`config.mk`:
```
export PLATFORM = sky130hd
export DESIGN_NAME = inst_feeder
export DESIGN_NICKNAME = d
export VERILOG_FILES = /design/src/rtl/inst_feed_pkg.sv /design/src/rtl/sync_fifo.sv /design/src/rtl/inst_feeder.sv
export SDC_FILE = /design/constraint.sdc
export NUM_CORES = 1
export LEC_CHECK = 0
export ABC_AREA = 0
export BUFFER_PORTS_ARGS = -buffer_cell sky130_fd_sc_hd__buf_2
export CORE_MARGIN = 4
export CORE_UTILIZATION = 40
export DETAILED_ROUTE_END_ITERATION = 10
export PLACE_DENSITY = 0.6
export SYNTH_ARGS = -nofsm -noshare
export SYNTH_HDL_FRONTEND = slang
export SYNTH_SLANG_ARGS = --single-unit
```
`constraint.sdc`:
```
create_clock -name i_clk -period 3.9 [get_ports i_clk]
set_clock_uncertainty 0.1 [all_clocks]
set_input_delay 0.195 -clock i_clk [delete_from_list [all_inputs] [get_ports i_clk]]
set_output_delay 0.195 -clock i_clk [all_outputs]
set_load 0.02 [all_outputs]
```
`src/rtl/inst_feed_pkg.sv`:
```
// Shared types and constants for the instruction feeder.
//   feed_state_e   : feeder FSM state encoding
//   NopInstDefault : bubble word driven to the CPU when no instruction is issued
package inst_feed_pkg;

  typedef enum logic [1:0] {
    StIdle  = 2'd0,
    StRun   = 2'd1,
    StDrain = 2'd2,
    StDone  = 2'd3
  } feed_state_e;

  localparam logic [31:0] NopInstDefault = 32'h0000_0000;

endpackage

```
`src/rtl/sync_fifo.sv`:
```
// Single-clock FIFO with extended (N+1 bit) pointers.
//   clk_i, rst_ni : clock, asynchronous active-low reset (pointers and flag column only)
//   wr_en_i       : write request, ignored while full
//   wr_data_i     : write word; the MSB is a sideband flag
//   rd_en_i       : pop request, ignored while empty
//   rd_data_o     : head word, valid whenever !empty_o
//   full_o        : no free entry (from registered pointers only)
//   empty_o       : no stored entry
module sync_fifo #(
  parameter int unsigned WIDTH = 33,
  parameter int unsigned DEPTH = 16
) (
  input  logic             clk_i,
  input  logic             rst_ni,
  input  logic             wr_en_i,
  input  logic [WIDTH-1:0] wr_data_i,
  input  logic             rd_en_i,
  output logic [WIDTH-1:0] rd_data_o,
  output logic             full_o,
  output logic             empty_o
);

  localparam int unsigned AW = (DEPTH > 1) ? $clog2(DEPTH) : 1;

  logic [AW:0]      wr_ptr_q, wr_ptr_d;
  logic [AW:0]      rd_ptr_q, rd_ptr_d;
  logic [WIDTH-2:0] mem_q [DEPTH];
  logic [DEPTH-1:0] flag_q;
  logic             do_wr, do_rd;
  logic [AW-1:0]    wr_idx, rd_idx;

  assign wr_idx = wr_ptr_q[AW-1:0];
  assign rd_idx = rd_ptr_q[AW-1:0];

  // Same index with differing wrap bits means the writer has lapped the reader.
  assign full_o  = (wr_ptr_q[AW] != rd_ptr_q[AW]) && (wr_idx == rd_idx);
  assign empty_o = (wr_ptr_q == rd_ptr_q);

  // A write into a full FIFO is dropped even if a pop happens on the same edge.
  assign do_wr = wr_en_i && !full_o;
  assign do_rd = rd_en_i && !empty_o;

  assign rd_data_o = {flag_q[rd_idx], mem_q[rd_idx]};

  always_comb begin
    wr_ptr_d = wr_ptr_q;
    rd_ptr_d = rd_ptr_q;
    if (do_wr) wr_ptr_d = wr_ptr_q + 1'b1;
    if (do_rd) rd_ptr_d = rd_ptr_q + 1'b1;
  end

  always_ff @(posedge clk_i or negedge rst_ni) begin
    if (!rst_ni) begin
      wr_ptr_q <= '0;
      rd_ptr_q <= '0;
    end else begin
      wr_ptr_q <= wr_ptr_d;
      rd_ptr_q <= rd_ptr_d;
    end
  end

  // The flag column is reset so a stale flag can never be observed after reset.
  always_ff @(posedge clk_i or negedge rst_ni) begin
    if (!rst_ni) begin
      flag_q <= '0;
    end else if (do_wr) begin
      flag_q[wr_idx] <= wr_data_i[WIDTH-1];
    end
  end

  // Payload storage carries no reset.
  always_ff @(posedge clk_i) begin
    if (do_wr) begin
      mem_q[wr_idx] <= wr_data_i[WIDTH-2:0];
    end
  end

endmodule

```
`src/rtl/inst_feeder.sv`:
```
// Instruction feeder: buffers a program from a loader and issues it to a CPU decode stage,
// followed by a fixed number of NOP drain cycles.
//   i_clk, i_rst_n : clock, asynchronous active-low reset
//   i_start        : level request to begin issuing (sampled in IDLE and DONE)
//   i_wr_valid/i_wr_data/i_wr_last/o_wr_ready : loader write channel, last marks end of program
//   i_stall        : CPU cannot accept; o_inst holds
//   o_inst, o_inst_valid : registered instruction and its valid (0 for bubbles / drain NOPs)
//   o_busy, o_done : RUN-or-DRAIN, DONE
//   o_issued       : instructions issued since leaving IDLE (wraps)
module inst_feeder
  import inst_feed_pkg::*;
#(
  parameter int unsigned       DATA_W    = 32,
  parameter int unsigned       DEPTH     = 16,
  parameter int unsigned       DRAIN_CYC = 10,
  parameter logic [DATA_W-1:0] NOP_INST  = DATA_W'(NopInstDefault)
) (
  input  logic              i_clk,
  input  logic              i_rst_n,
  input  logic              i_start,
  input  logic              i_wr_valid,
  input  logic [DATA_W-1:0] i_wr_data,
  input  logic              i_wr_last,
  output logic              o_wr_ready,
  input  logic              i_stall,
  output logic [DATA_W-1:0] o_inst,
  output logic              o_inst_valid,
  output logic              o_busy,
  output logic              o_done,
  output logic [15:0]       o_issued
);

  feed_state_e       state_q, state_d;
  logic [DATA_W-1:0] inst_q, inst_d;
  logic              valid_q, valid_d;
  logic [7:0]        drain_q, drain_d;
  logic [15:0]       issued_q, issued_d;

  logic              pop;
  logic              fifo_full, fifo_empty;
  logic [DATA_W:0]   fifo_head;
  logic [DATA_W-1:0] head_data;
  logic              head_last;

  assign head_data = fifo_head[DATA_W-1:0];
  assign head_last = fifo_head[DATA_W];

  sync_fifo #(
    .WIDTH (DATA_W + 1),
    .DEPTH (DEPTH)
  ) u_fifo (
    .clk_i     (i_clk),
    .rst_ni    (i_rst_n),
    .wr_en_i   (i_wr_valid),
    .wr_data_i ({i_wr_last, i_wr_data}),
    .rd_en_i   (pop),
    .rd_data_o (fifo_head),
    .full_o    (fifo_full),
    .empty_o   (fifo_empty)
  );

  // Ready depends only on registered pointers, never on the consumer side.
  assign o_wr_ready = !fifo_full;

  always_comb begin
    state_d  = state_q;
    inst_d   = inst_q;
    valid_d  = valid_q;
    drain_d  = drain_q;
    issued_d = issued_q;
    pop      = 1'b0;

    unique case (state_q)
      StIdle: begin
        inst_d  = NOP_INST;
        valid_d = 1'b0;
        if (i_start) begin
          state_d  = StRun;
          issued_d = '0;
        end
      end

      StRun: begin
        if (!i_stall) begin
          if (!fifo_empty) begin
            pop      = 1'b1;
            inst_d   = head_data;
            valid_d  = 1'b1;
            issued_d = issued_q + 16'd1;
            if (head_last) begin
              // With no drain cycles the last word is still presented once, from DONE.
              if (DRAIN_CYC == 0) begin
                state_d = StDone;
              end else begin
                state_d = StDrain;
                drain_d = 8'(DRAIN_CYC);
              end
            end
          end else begin
            inst_d  = NOP_INST;
            valid_d = 1'b0;
          end
        end
      end

      StDrain: begin
        if (!i_stall) begin
          inst_d  = NOP_INST;
          valid_d = 1'b0;
          // The edge that issues the final drain NOP also enters DONE.
          if (drain_q <= 8'd1) begin
            drain_d = '0;
            state_d = StDone;
          end else begin
            drain_d = drain_q - 8'd1;
          end
        end
      end

      StDone: begin
        inst_d  = NOP_INST;
        valid_d = 1'b0;
        if (!i_start) state_d = StIdle;
      end

      default: state_d = StIdle;
    endcase
  end

  always_ff @(posedge i_clk or negedge i_rst_n) begin
    if (!i_rst_n) begin
      state_q  <= StIdle;
      inst_q   <= NOP_INST;
      valid_q  <= 1'b0;
      drain_q  <= '0;
      issued_q <= '0;
    end else begin
      state_q  <= state_d;
      inst_q   <= inst_d;
      valid_q  <= valid_d;
      drain_q  <= drain_d;
      issued_q <= issued_d;
    end
  end

  assign o_inst       = inst_q;
  assign o_inst_valid = valid_q;
  assign o_busy       = (state_q == StRun) || (state_q == StDrain);
  assign o_done       = (state_q == StDone);
  assign o_issued     = issued_q;

endmodule
```
# After elaboration in Yosys (flattened, before gate mapping)
# Memory sizes are Yosys's and may differ from the RTL's.
# Index checks and enable logic that the tools add are counted.
[word_totals]
regBits = 85
ram_bits = 512
inputBits = 38
out_inout_bits = 52
memories = 1
[memory_table]
columns = ["memory", "words", "word_bits", "read_ports", "rd_ports_with_merged_regs", "wr", "line_no", "source"]
rows = [
  ["u_fifo.mem_q", 16, 32, 1, 0, 1, "sync_fifo.sv:27", "logic [WIDTH-2:0] mem_q [DEPTH];"],
]
[classes]
add_sub_neg = 4
order_cmp = 4
n_eq_ne = 13
muxes = 35
reduce_logical = 15
[ops]
columns = ["op", "count"]
rows = [
  ["$mux W32", 3],
  ["$pmux W32 S3", 1],
  ["$mux W16", 3],
  ["$mux W8", 5],
  ["$pmux W16 S2", 1],
  ["$add A16 B1 Y16 const B", 1],
  ["$bwmux W16", 1],
  ["$pmux W8 S2", 1],
  ["$mux W2", 7],
  ["$ne A2 B2 Y1 const B", 7],
  ["$add A5 B1 Y5 const B", 2],
  ["$lt A4 B5 Y1 const B", 2],
  ["$mux W1", 9],
  ["$le A8 B1 Y1 const B", 1],
  ["$pmux W2 S4", 1],
  ["$sub A8 B1 Y8 const B", 1],
  ["$reduce_and A7 Y1", 1],
  ["$eq A5 B5 Y1", 1],
  ["$reduce_and A5 Y1", 1],
  ["$bmux W1 S4", 1],
  ["$demux W1 S4", 1],
  ["$eq A2 B2 Y1 const B", 2],
  ["$eq A4 B4 Y1", 1],
  ["$ge A4 B1 Y1 const B", 1],
  ["other kinds (11)", 16],
]

# Depth between registers and ports, before layout
# Gate-level depths: netlist of run 1.
[logic_depth]
ltp_word = 6
depth_mapped = 9
ltp_nobuf = 7

# Cells and area by module
# A second synthesis of run 1 with hierarchy kept.
[unflattened]
hier_cells = 1166
area_unflattened_um2 = 23463.8
[modules_own_cells]
columns = ["mod", "n_inst", "cells_per_inst", "area_per_inst_um2", "seq_area_each_um2"]
rows = [
  ["sync_fifo", 1, 914, 20753.7, 16025.4],
  ["inst_feeder", 1, 252, 2710.1, 1476.4],
]

# Least setup slack after synthesis of run 1
# No wires, ideal clock.
[synth_path]
path_kind = "reg2reg"
startpoint = "reg u_fifo.wr_ptr_q[3]"
endpoint = "mem u_fifo.mem_q[12][0] in the netlist's numbering, enable pin"
setup_ns = 0.387
arrival_ns = 2.076
required_ns = 3.413
path_slack_ns = 1.338
path_stages_with_launch = 8
path_buffers = 2
synth_period_minus_slack_ns = 2.562
path_cell_list = "dfrtp_1 buf_2 xnor2_1 and4_1 a21boi_1 buf_2 nand4_1 inv_1"
[synth_via]
elab_chain_cells = 6
[synth_lines]
columns = ["item", "line_no", "source"]
rows = [
  ["from (decl)", "sync_fifo.sv:25", "logic [AW:0] wr_ptr_q, wr_ptr_d;"],
  ["from (signal assigned)", "sync_fifo.sv:57", "wr_ptr_q <= wr_ptr_d;"],
  ["$eq A4 B4 Y1", "sync_fifo.sv:36", "assign full_o = (wr_ptr_q[AW] != rd_ptr_q[AW]) && (wr_idx == rd_idx);"],
  ["$logic_and A1 B1 Y1", "sync_fifo.sv:36", ""],
  ["$logic_not A1 Y1", "sync_fifo.sv:40", "assign do_wr = wr_en_i && !full_o;"],
  ["$logic_and A1 B1 Y1", "sync_fifo.sv:40", ""],
  ["$mux W1", "sync_fifo.sv:73", "if (do_wr) begin"],
  ["$mux W1 (not written as such)", "sync_fifo.sv:74", "mem_q[wr_idx] <= wr_data_i[WIDTH-2:0];"],
  ["to (decl)", "sync_fifo.sv:27", ""],
]
# Parallel ways exist; a longest one is shown, timed or not.

# Final worst setup path of run 1
[layout_path]
startpoint = "reg u_fifo.rd_ptr_q[0]"
endpoint = "mem u_fifo.mem_q[4][17] in the netlist's numbering, enable pin"
[layout_via]
elab_chain_cells = 6
[layout_lines]
columns = ["item", "line_no", "source"]
rows = [
  ["from (decl)", "sync_fifo.sv:26", "logic [AW:0] rd_ptr_q, rd_ptr_d;"],
  ["from (signal assigned)", "sync_fifo.sv:58", "rd_ptr_q <= rd_ptr_d;"],
  ["$eq A4 B4 Y1", "sync_fifo.sv:36", ""],
  ["$logic_and A1 B1 Y1", "sync_fifo.sv:36", ""],
  ["$logic_not A1 Y1", "sync_fifo.sv:40", ""],
  ["$logic_and A1 B1 Y1", "sync_fifo.sv:40", ""],
  ["$mux W1", "sync_fifo.sv:73", ""],
  ["$mux W1 (not written as such)", "sync_fifo.sv:74", ""],
]
# Every way passes these cells.

==> flow_summary.ini, run 1 <==
[yosys]
ys_types = 49
syn_nets = 1128
avgSynthCellArea_um2 = 21.6
synth_edf_count = 512
yosysMostFrequentCell = edfxtp_1
synth_top_area_cell = edfxtp_1
synthTopCellsByCount = edfxtp_1, mux4_2, dfrtp_1
yosys_warnings = 0
netlist_instances = 1078
synth_area_um2 = 23300
synth-seq-area-share = 0.750
ys_ff_latch = 597
ys.flop_type = edfxtp_1
synth_top_area_share = 0.659
async_flop_share = 0.142
yosys-top-cells-area = edfxtp_1, mux4_2, dfrtp_1, a22o_1, mux2_2

[sta]
final_hold_viol_count = 0
setup_viol = 0
rsz0062_at_grt = false
clock.fmax_mhz = 362
timing.hold.ws_ns = 0.0906
post-route-period-util = 0.708
slew_headroom = 0.309
fin_setup_tns_ns = 0
worstMarginPinSlew_ns = 1.04
period_minus_slack_ns = 2.76
slew_violations = 0

[drt]
dr.pass1.iters = 4
wire_per_inst_um = 25.5
ant_nets = 0
met1Wirelength_um = 23500
drt-initial-drc-count = 965
via_per_inst = 5.52
drc = 0
routed-via-count = 11300
dr_wl_met3_um = 2520
routed_wl_um = 52400
highest_layer = met5
wl_met2_um = 25400

[placement]
port_buffers = 89
dpl_cell_area_um2 = 24900
place_congestion = 0.722
hpwl_um = 26100
dp_cells = 1904

[floorplanning]
coreArea_um2 = 57700
die_h_um = 250
initial_core_util = 0.404
fp-row-count = 88
dieWidth_um = 250
io_pins = 90
die_area_um2 = 62300

[clock_network]
clk_latency_ns = 0.63
cts_num_sinks = 597
cts_buffers = 60
cts_resized = 0
path_clk_slew_ns = 0.06
htreeDepth = 2
clock_path_buffers = 3
cts_tree = built
post-cts-setup-buffers = 0
root_buffer = clkbuf_16

[worst_setup_path]
crit_path_cell_trace = xnor2_1, and4_1, a21boi_1, buf_4, nand3_1, inv_2, buf_12
reg2reg_depth = 7
slowest_delay_ns = 0.56
startpoint_type = register
cp.depth = 7
path_class = reg -> reg
required_ns = 4.11
cp.arrival_ns = 2.97
regToRegSetupSlack_ns = 1.14
cp-end-kind = register
cp_max_fo = 21
slowest_stage = dfrtp_4
path_delay_family = buffers and inverters
critPathBufInv = 3

[flow_run]
max_cap_violations = 0

[pwr]
p_leak_uw = 0.00927
power_frac_comb = 0.274
peakVddDrop_mv = 0.486
p_sw_uw = 5650
internal_power_uw = 13900
p_clk_frac = 0.307
powerDensity_nw_per_um2 = 715
seqPwrFrac = 0.420
switching_share = 0.289

[global_route]
grt_antenna_before_repair = 2
grt_pass1_wl_um = 78100
overflow = 0
grt_start_max_net_pins = 132
grt_pass1_vias = 11600
grtUsageTotal = 0.167

[finish]
syn2layout_area_growth_pct = 17.0
instances_no_fill = 2055
stdcell_area_um2 = 27300
drive_above_1_share = 0.328
final_nets = 1288
final_util = 0.473

[min_path]
hold_depth = 4
holdCritPathClass = in -> reg

[status]
outcome = finished, final reports clean
## through the flow
step / power, uW / setup slack [ns]
detailed placement: 13700 / 1.09
global route: 20400 / 0.949
finish: 19500 / 1.14
floorplan: 12200 / 1.34
CTS: 19800 / 1.09
global placement: 13700 / 1.12
## cells by family (layout without fill, tap and decap cells)
group / count (synthesis) / after routing / synth area share
DFF: 597 / 597 / 0.750
muxes: 185 / 185 / 0.168
AOI/OAI and AO/OA: 92 / 92 / 0.0306
and+or+nand+nor: 92 / 92 / 0.0210
buffers and inverters: 84 / 295 / 0.0181
xor gates and xnor gates: 16 / 16 / 0.00601
adders and majority gates: 12 / 12 / 0.00643
other: 0 / 1 / 0
## state kept, by name, summed over array words and instances (netlist names)
name and cells:
u_fifo.wr_ptr_q 5, u_fifo.rd_ptr_q 5, u_fifo.mem_q 512, o_issued 16
u_fifo.flag_q 16, o_inst 32, state_q 2, o_inst_valid 1
drain_q 8
## tightest hold or removal path, stage by stage
cell and delay, ns:
buf_2 0.11, a21boi_1 0.13, buf_4 0.20, xnor2_1 0.14
## area by class of cell
cell class | instances | area, um2
diodes | 1 | 2.50
inverters | 27 | 101
clock inverters | 36 | 440
well taps | 765 | 957
fillers | 4776 | 30400
repair buffers | 155 | 1240
flip-flops and latches | 597 | 17500
clock buffers | 77 | 1640
multi-input cells | 397 | 5420
## layer usage
layer / vias up / global-route usage
met5: - / 0
met1: 6152 / 0.243
met2: 289 / 0.270
met3: 64 / 0.0274
li1: 4839 / -
met4: 2 / 0.0387
## power groups by stage
stage | registers (uW) | logic, uW | clock network (uW)
detailed placement | 8320 | 5420 | 0
CTS | 8200 | 5460 | 6120
finish | 8190 | 5350 | 5990
global route | 8260 | 5770 | 6410
floorplan | 8290 | 3890 | 0
global placement | 8300 | 5350 | 0
## layout by cell type (no fill, tap or decap), types with 3 or more instances in the layout
cell type / n
mux2i_1: 4
a22o_1: 32
o41ai_1: 3
xor2_1: 4
mux4_2: 163
or3_1: 7
ha_1: 12
clkbuf_16: 60
nand4_1: 9
o31ai_1: 14
nor2b_1: 5
xnor2_1: 12
inv_2: 16
nor3_1: 3
nand2_1: 20
dfrtp_1: 81
clkinv_2: 15
or4_1: 7
bufinv_16: 9
or2_2: 3
nand3_1: 18
clkinv_1: 5
mux2_1: 4
mux2_2: 14
edfxtp_1: 512
dlygate4sd3_1: 37
buf_12: 16
nor2_1: 10
a21oi_1: 16
buf_2: 88
o21ai_0: 12
buf_4: 14
clkinvlp_4: 3
inv_1: 11
clkbuf_1: 10
clkbuf_8: 7
## repair_timing
| action | in CTS | in global routing |
|---|---|---|
| hold buffers | 37 | 0 |
| setup endpoints to repair | 0 | 0 |
| hold endpoints to repair | 597 | 0 |
## path summary, 6_finish.rpt
path | start | endpoint
min in group asynchronous | i_rst_n | o_inst[17]
min | i_wr_valid | u_fifo.wr_ptr_q[0]
max reg2reg | u_fifo.rd_ptr_q[0] | u_fifo.mem_q[4][17]
max | u_fifo.rd_ptr_q[0] | u_fifo.mem_q[4][17]
max in group asynchronous | i_rst_n | u_fifo.rd_ptr_q[1]
min reg2reg | u_fifo.flag_q[13] | u_fifo.flag_q[13]
(Power assumes the default switching activity.)
==> run 2: changes to the inputs <==
--- a/config.mk
+++ b/config.mk
@@ -5,12 +5,12 @@
 export SDC_FILE = /design/constraint.sdc
 export NUM_CORES = 1
 export LEC_CHECK = 0
-export ABC_AREA = 0
+export ABC_AREA = 1
 export BUFFER_PORTS_ARGS = -buffer_cell sky130_fd_sc_hd__buf_2
 export CORE_MARGIN = 4
 export CORE_UTILIZATION = 40
 export DETAILED_ROUTE_END_ITERATION = 10
-export PLACE_DENSITY = 0.6
+export PLACE_DENSITY = 0.62
 export SYNTH_ARGS = -nofsm -noshare
 export SYNTH_HDL_FRONTEND = slang
 export SYNTH_SLANG_ARGS = --single-unit
==> constraint.sdc (replaced) <==
create_clock -name i_clk -period 2.4 [get_ports i_clk]
set_clock_uncertainty 0.1 [all_clocks]
set_input_delay 0.12 -clock i_clk [delete_from_list [all_inputs] [get_ports i_clk]]
set_output_delay 0.12 -clock i_clk [all_outputs]
set_load 0.02 [all_outputs]
==> flow_summary.ini, run 2 <==
[clock_network]
clk_latency_ns = 0.62
cts_buffers = 60
post-cts-setup-buffers = 0
clock_path_buffers = 3
path_clk_slew_ns = 0.06
cts_num_sinks = 597
htreeDepth = 2
cts_tree = built
root_buffer = clkbuf_16

[min_path]
hold-path-endpoint = u_fifo.wr_ptr_q[0]
min_from = i_wr_valid
holdCritPathClass = in -> reg
hold_depth = 4

[worst_setup_path]
reg2reg_depth = 10
startpoint_type = register
cp-end-kind = register
cp_max_fo = 37
path_class = reg -> reg
cp.arrival_ns = 2.66
regToRegSetupSlack_ns = 0.15
r2r_end = drain_q[4]
worst_r2r_startpoint = u_fifo.rd_ptr_q[2]
required_ns = 2.81

[drt]
via_per_inst = 5.22
routed_wl_um = 62200
drc = 0
dr.pass1.iters = 5
wire_per_inst_um = 19.4
drt-initial-drc-count = 1668
ant_nets = 0
routed-via-count = 16800

[global_route]
grtUsageTotal = 0.184
grt_pass1_wl_um = 95800
grt_antenna_before_repair = 0
overflow = 0
grt_pass1_vias = 16300
grt_start_max_net_pins = 126

[floorplanning]
coreArea_um2 = 60800
die_area_um2 = 65900
io_pins = 90
die_h_um = 257
fp-row-count = 90
initial_core_util = 0.407
dieWidth_um = 257

[pwr]
seqPwrFrac = 0.390
powerDensity_nw_per_um2 = 1180
p_sw_uw = 12500
p_total_uw = 34100
power_frac_comb = 0.339
peakVddDrop_mv = 0.970
p_leak_uw = 0.0108
p_clk_frac = 0.271
switching_share = 0.366
internal_power_uw = 21600

[flow_run]
max_cap_violations = 0

[placement]
place_congestion = 0.801
dpl_cell_area_um2 = 26500
hpwl_um = 34900
dp_cells = 3058
port_buffers = 89

[sta]
setup_viol = 0
period_minus_slack_ns = 2.25
post-route-period-util = 0.936
final_hold_viol_count = 0
slew_headroom = 0.586
slew_violations = 0
rsz0062_at_grt = false
worstMarginPinSlew_ns = 0.622
clock.fmax_mhz = 445

[yosys]
synth_area_um2 = 24800
ys_ff_latch = 597
avgSynthCellArea_um2 = 11.0
synth-adder-area-share = 0.00607
yosys.area_share.simple = 0.161
synth_xor_area_frac = 0.00814
yosys-top-cells-area = edfxtp_1, dfrtp_1, nor2_1, nand2_1, o21ai_0
synth_compound_area_frac = 0.0808
ys_types = 27
synth_top_family_by_area = simple AND/OR/NAND/NOR gates
synth_edf_count = 512
synth_top_area_cell = edfxtp_1
synthMuxAreaShare = 0
syn_nets = 2294
async_flop_share = 0.142
synth-seq-area-share = 0.707
yosys_warnings = 0
synth_top_area_share = 0.621
ys.flop_type = edfxtp_1
netlist_instances = 2244
yosysMostFrequentCell = edfxtp_1
synthTopCellsByCount = edfxtp_1, nor2_1, nand2_1

[finish]
largest_register_ff_count = 512
final_nets = 2429
drive_above_1_share = 0.114
fill_cells = 5412
instances_no_fill = 3211
stdcell_area_um2 = 28900
antenna_cells = 0
final_common_cell = edfxtp_1
syn2layout_area_growth_pct = 16.8
final_cell_mix = edfxtp_1, nor2_1, nand2_1, o21ai_0, buf_2
largest-register = u_fifo.mem_q

[status]
outcome = finished, final reports clean
## run 2: critical path: stages, from the launching register on
cell and delay [ns]:
dfrtp_2 0.39, buf_4 0.53, nand2_1 0.12, clkinv_1 0.09, nand3_1 0.12, nand2_1 0.13, nor2_1 0.07, nand2_2 0.23
nand2_2 0.19, nand2_1 0.10, nand2_1 0.05
## run 2: per-stage QoR
step	TNS [ns]	hold WS (ns)	setup slack, ns	utilization
after floorplan	-1.30	-0.276	-0.00579	-
after global placement	0	0.0855	0.0307	0.435
after detailed placement	0	0.0874	0.0202	0.435
after CTS	0	0.245	0.00692	0.474
after global routing	0	0.306	0.0139	0.476
final	0	0.320	0.152	0.476
## run 2: cell type report
cell class | instances | area (um2) | share of cell area
clock inverter | 24 | 284 | 0.00982
timing repair buffer | 191 | 1700 | 0.0588
inverter | 98 | 408 | 0.0141
tap | 782 | 978 | 0.0338
multi-input combinational | 1431 | 6360 | 0.220
clock buffer | 88 | 1680 | 0.0580
sequential | 597 | 17500 | 0.606
## run 2: repair_timing
| item | 4_1_cts | 5_1_grt |
|---|---|---|
| hold endpoints to repair | 630 | 0 |
| hold buffers | 39 | 0 |
| endpoints found under the setup margin | 0 | 106 |
| gates resized for setup | 0 | 13 |
## run 2: kinds of logic (layout without fill, tap and decap cells)
| kind of cell | count (synthesis) | count (layout) |
|---|---|---|
| AND/OR/NAND/NOR | 1027 | 1027 |
| flip-flops | 597 | 597 |
| AO/OA/AOI/OAI | 369 | 369 |
| buffers and inverters | 216 | 401 |
| XOR/XNOR | 23 | 23 |
| adder cells (fa/ha/maj) | 12 | 12 |
## run 2: worst max-delay path by stage
stage	start	to	slack (ns)
after floorplan	u_fifo.rd_ptr_q[0]	u_fifo.mem_q[11][0]	-0.006
after global placement	u_fifo.rd_ptr_q[0]	drain_q[2]	0.03
after global routing	u_fifo.rd_ptr_q[2]	drain_q[5]	0.01
final	u_fifo.rd_ptr_q[2]	drain_q[4]	0.15
after CTS	u_fifo.rd_ptr_q[0]	o_inst[14]	0.007
after detailed placement	u_fifo.rd_ptr_q[0]	o_inst[14]	0.02
## run 2: power by group through the flow
| stage | Sequential, uW | Clock (uW) | Combinational (uW) |
|---|---|---|---|
| final | 13300 | 9260 | 11600 |
| after global routing | 13400 | 9930 | 13000 |
| after CTS | 13300 | 9450 | 11400 |
| after detailed placement | 13500 | 0 | 11300 |
| after global placement | 13500 | 0 | 11100 |
| after floorplan | 13600 | 0 | 7410 |
## run 2: routing by layer
metal	track usage	part of all wire	routed length (um)	up-vias
li1	-	-	-	7922
met1	0.264	0.45	27800	8203
met2	0.294	0.47	29000	550
met3	0.0347	0.069	4300	75
met4	0.0418	0.017	1070	0
met5	0	0	0	-
==> run 3: changes to the inputs <==
--- a/config.mk
+++ b/config.mk
@@ -11,6 +11,7 @@
 export CORE_UTILIZATION = 40
 export DETAILED_ROUTE_END_ITERATION = 10
 export PLACE_DENSITY = 0.62
+export SETUP_SLACK_MARGIN = 0.5
 export SYNTH_ARGS = -nofsm -noshare
 export SYNTH_HDL_FRONTEND = slang
 export SYNTH_SLANG_ARGS = --single-unit
==> flow_summary.ini, run 3 (synthesized netlist as in run 2, its figures left out) <==
[min_path]
hold_depth = 2
holdCritPathClass = in -> reg
hold-path-endpoint = u_fifo.mem_q[8][21]
min_from = i_wr_data[21]

[finish]
syn2layout_area_growth_pct = 26.7
final_common_cell = edfxtp_1
largest-register = u_fifo.mem_q
fill_cells = 5116
final_cell_mix = edfxtp_1, nor2_1, nand2_1, o21ai_0, clkbuf_16
instances_no_fill = 3306
final_nets = 2520
largest_register_ff_count = 512
drive_above_1_share = 0.176

[floorplanning]
dieWidth_um = 257
initial_core_util = 0.407
coreArea_um2 = 60800
io_pins = 90
fp-row-count = 90
die_h_um = 257
die_area_um2 = 65900

[global_route]
grt_pass1_vias = 16400
overflow = 0
grt_start_max_net_pins = 121
grtUsageTotal = 0.192
grt_antenna_before_repair = 2
grt_pass1_wl_um = 98100

[drt]
drc = 0
ant_nets = 0
routed-via-count = 17900
routed_wl_um = 74100
wire_per_inst_um = 22.4
drt-initial-drc-count = 1921
dr.pass1.iters = 5
via_per_inst = 5.42

[clock_network]
cts_buffers = 60
cts_tree = built
path_clk_slew_ns = 0.06
htreeDepth = 2
cts_num_sinks = 597
clk_latency_ns = 0.65
clock_path_buffers = 3
root_buffer = clkbuf_16

[worst_setup_path]
startpoint_type = register
reg2reg_depth = 11
cp.arrival_ns = 2.39
path_class = reg -> reg
cp-end-kind = register
slowest_delay_ns = 0.51
cp_max_fo = 7
r2r_end = u_fifo.mem_q[0][29]
worst_r2r_startpoint = u_fifo.rd_ptr_q[1]
regToRegSetupSlack_ns = 0.31
crit_path_cell_trace = nand2_2, nand2_2, nor2_4, nand3_4, nand2_4, inv_8, buf_12, nand2_8, clkinvlp_4, buf_12, clkbuf_16
slowest_stage = dfrtp_4
path_delay_family = buffers and inverters
required_ns = 2.70
critPathBufInv = 5

[flow_run]
max_cap_violations = 0

[sta]
final_hold_viol_count = 0
clock.fmax_mhz = 479
slew_violations = 0
post-route-period-util = 0.871
period_minus_slack_ns = 2.09
slew_headroom = 0.631
worstMarginPinSlew_ns = 0.554
setup_viol = 0
rsz0062_at_grt = true
timing.hold.ws_ns = 0.291
fin_setup_tns_ns = 0

[pwr]
p_total_uw = 37600
power_frac_comb = 0.393
p_clk_frac = 0.253
switching_share = 0.376
p_leak_uw = 0.0118
peakVddDrop_mv = 0.843
powerDensity_nw_per_um2 = 1200
p_sw_uw = 14100
seqPwrFrac = 0.355
internal_power_uw = 23500

[status]
outcome = finished, final reports clean

[placement]
dp_cells = 3062
hpwl_um = 34200
port_buffers = 89
place_congestion = 0.796
## run 3: power by group through the flow
stage          Sequential (uW)  Combinational, uW  Clock, uW
2_1_floorplan            13600               7440          0
3_3_place_gp             13500              11100          0
3_5_place_dp             13500              11300          0
4_1_cts                  13300              12200       9630
5_1_grt                  13500              16000      10100
6_report                 13400              14800       9500
## run 3: through the flow
step | util | instance area [um2] | worst slack, ns
finish | 0.516 | 31400 | 0.310
global route | 0.516 | 31400 | 0.245
CTS | 0.484 | 29400 | 0.319
detailed placement | 0.435 | 26500 | 0.0139
global placement | 0.435 | 26500 | 0.104
floorplan | - | 24800 | 0.0454
## run 3: how the worst max path moves through the flow
| stage | from | end | cells after the start |
|---|---|---|---|
| after floorplan | u_fifo.rd_ptr_q[0] | u_fifo.mem_q[11][0] | 11 |
| after global placement | state_q[0] | o_issued[15] | 10 |
| after detailed placement | state_q[0] | o_issued[6] | 10 |
| after CTS | u_fifo.rd_ptr_q[0] | o_wr_ready | 6 |
| after global routing | u_fifo.rd_ptr_q[0] | drain_q[5] | 11 |
| final | u_fifo.rd_ptr_q[1] | u_fifo.mem_q[0][29] | 11 |
## run 3: cell type report
class	instances	area, um2	share of cell area
Sequential cell	597	17500	0.558
Timing Repair Buffer	280	3630	0.116
Clock inverter	46	443	0.0141
Tap cell	782	978	0.0312
Multi-Input combinational cell	1432	6730	0.215
Inverter	98	503	0.0160
Timing Repair inverter	1	7.51	0.000239
Clock buffer	68	1560	0.0498
Antenna cell	2	5.00	0.000160
## run 3: what timing repair did
action | CTS | global route
setup endpoints to repair | 592 | 593
resized for setup | 67 | 204
pin swaps | 7 | 17
hold buffers | 39 | 0
setup buffers | 11 | 26
gates cloned | 7 | 45
endpoints found under the hold margin | 649 | 0
## run 3: metal layers
| metal | up-vias | part of all wire | global-route usage | wire length, um |
|---|---|---|---|---|
| li1 | 8148 | - | - | - |
| met1 | 8814 | 0.42 | 0.270 | 30900 |
| met2 | 823 | 0.46 | 0.307 | 34100 |
| met3 | 145 | 0.092 | 0.0322 | 6780 |
| met4 | 0 | 0.030 | 0.0602 | 2250 |
| met5 | - | 0 | 0 | 0 |
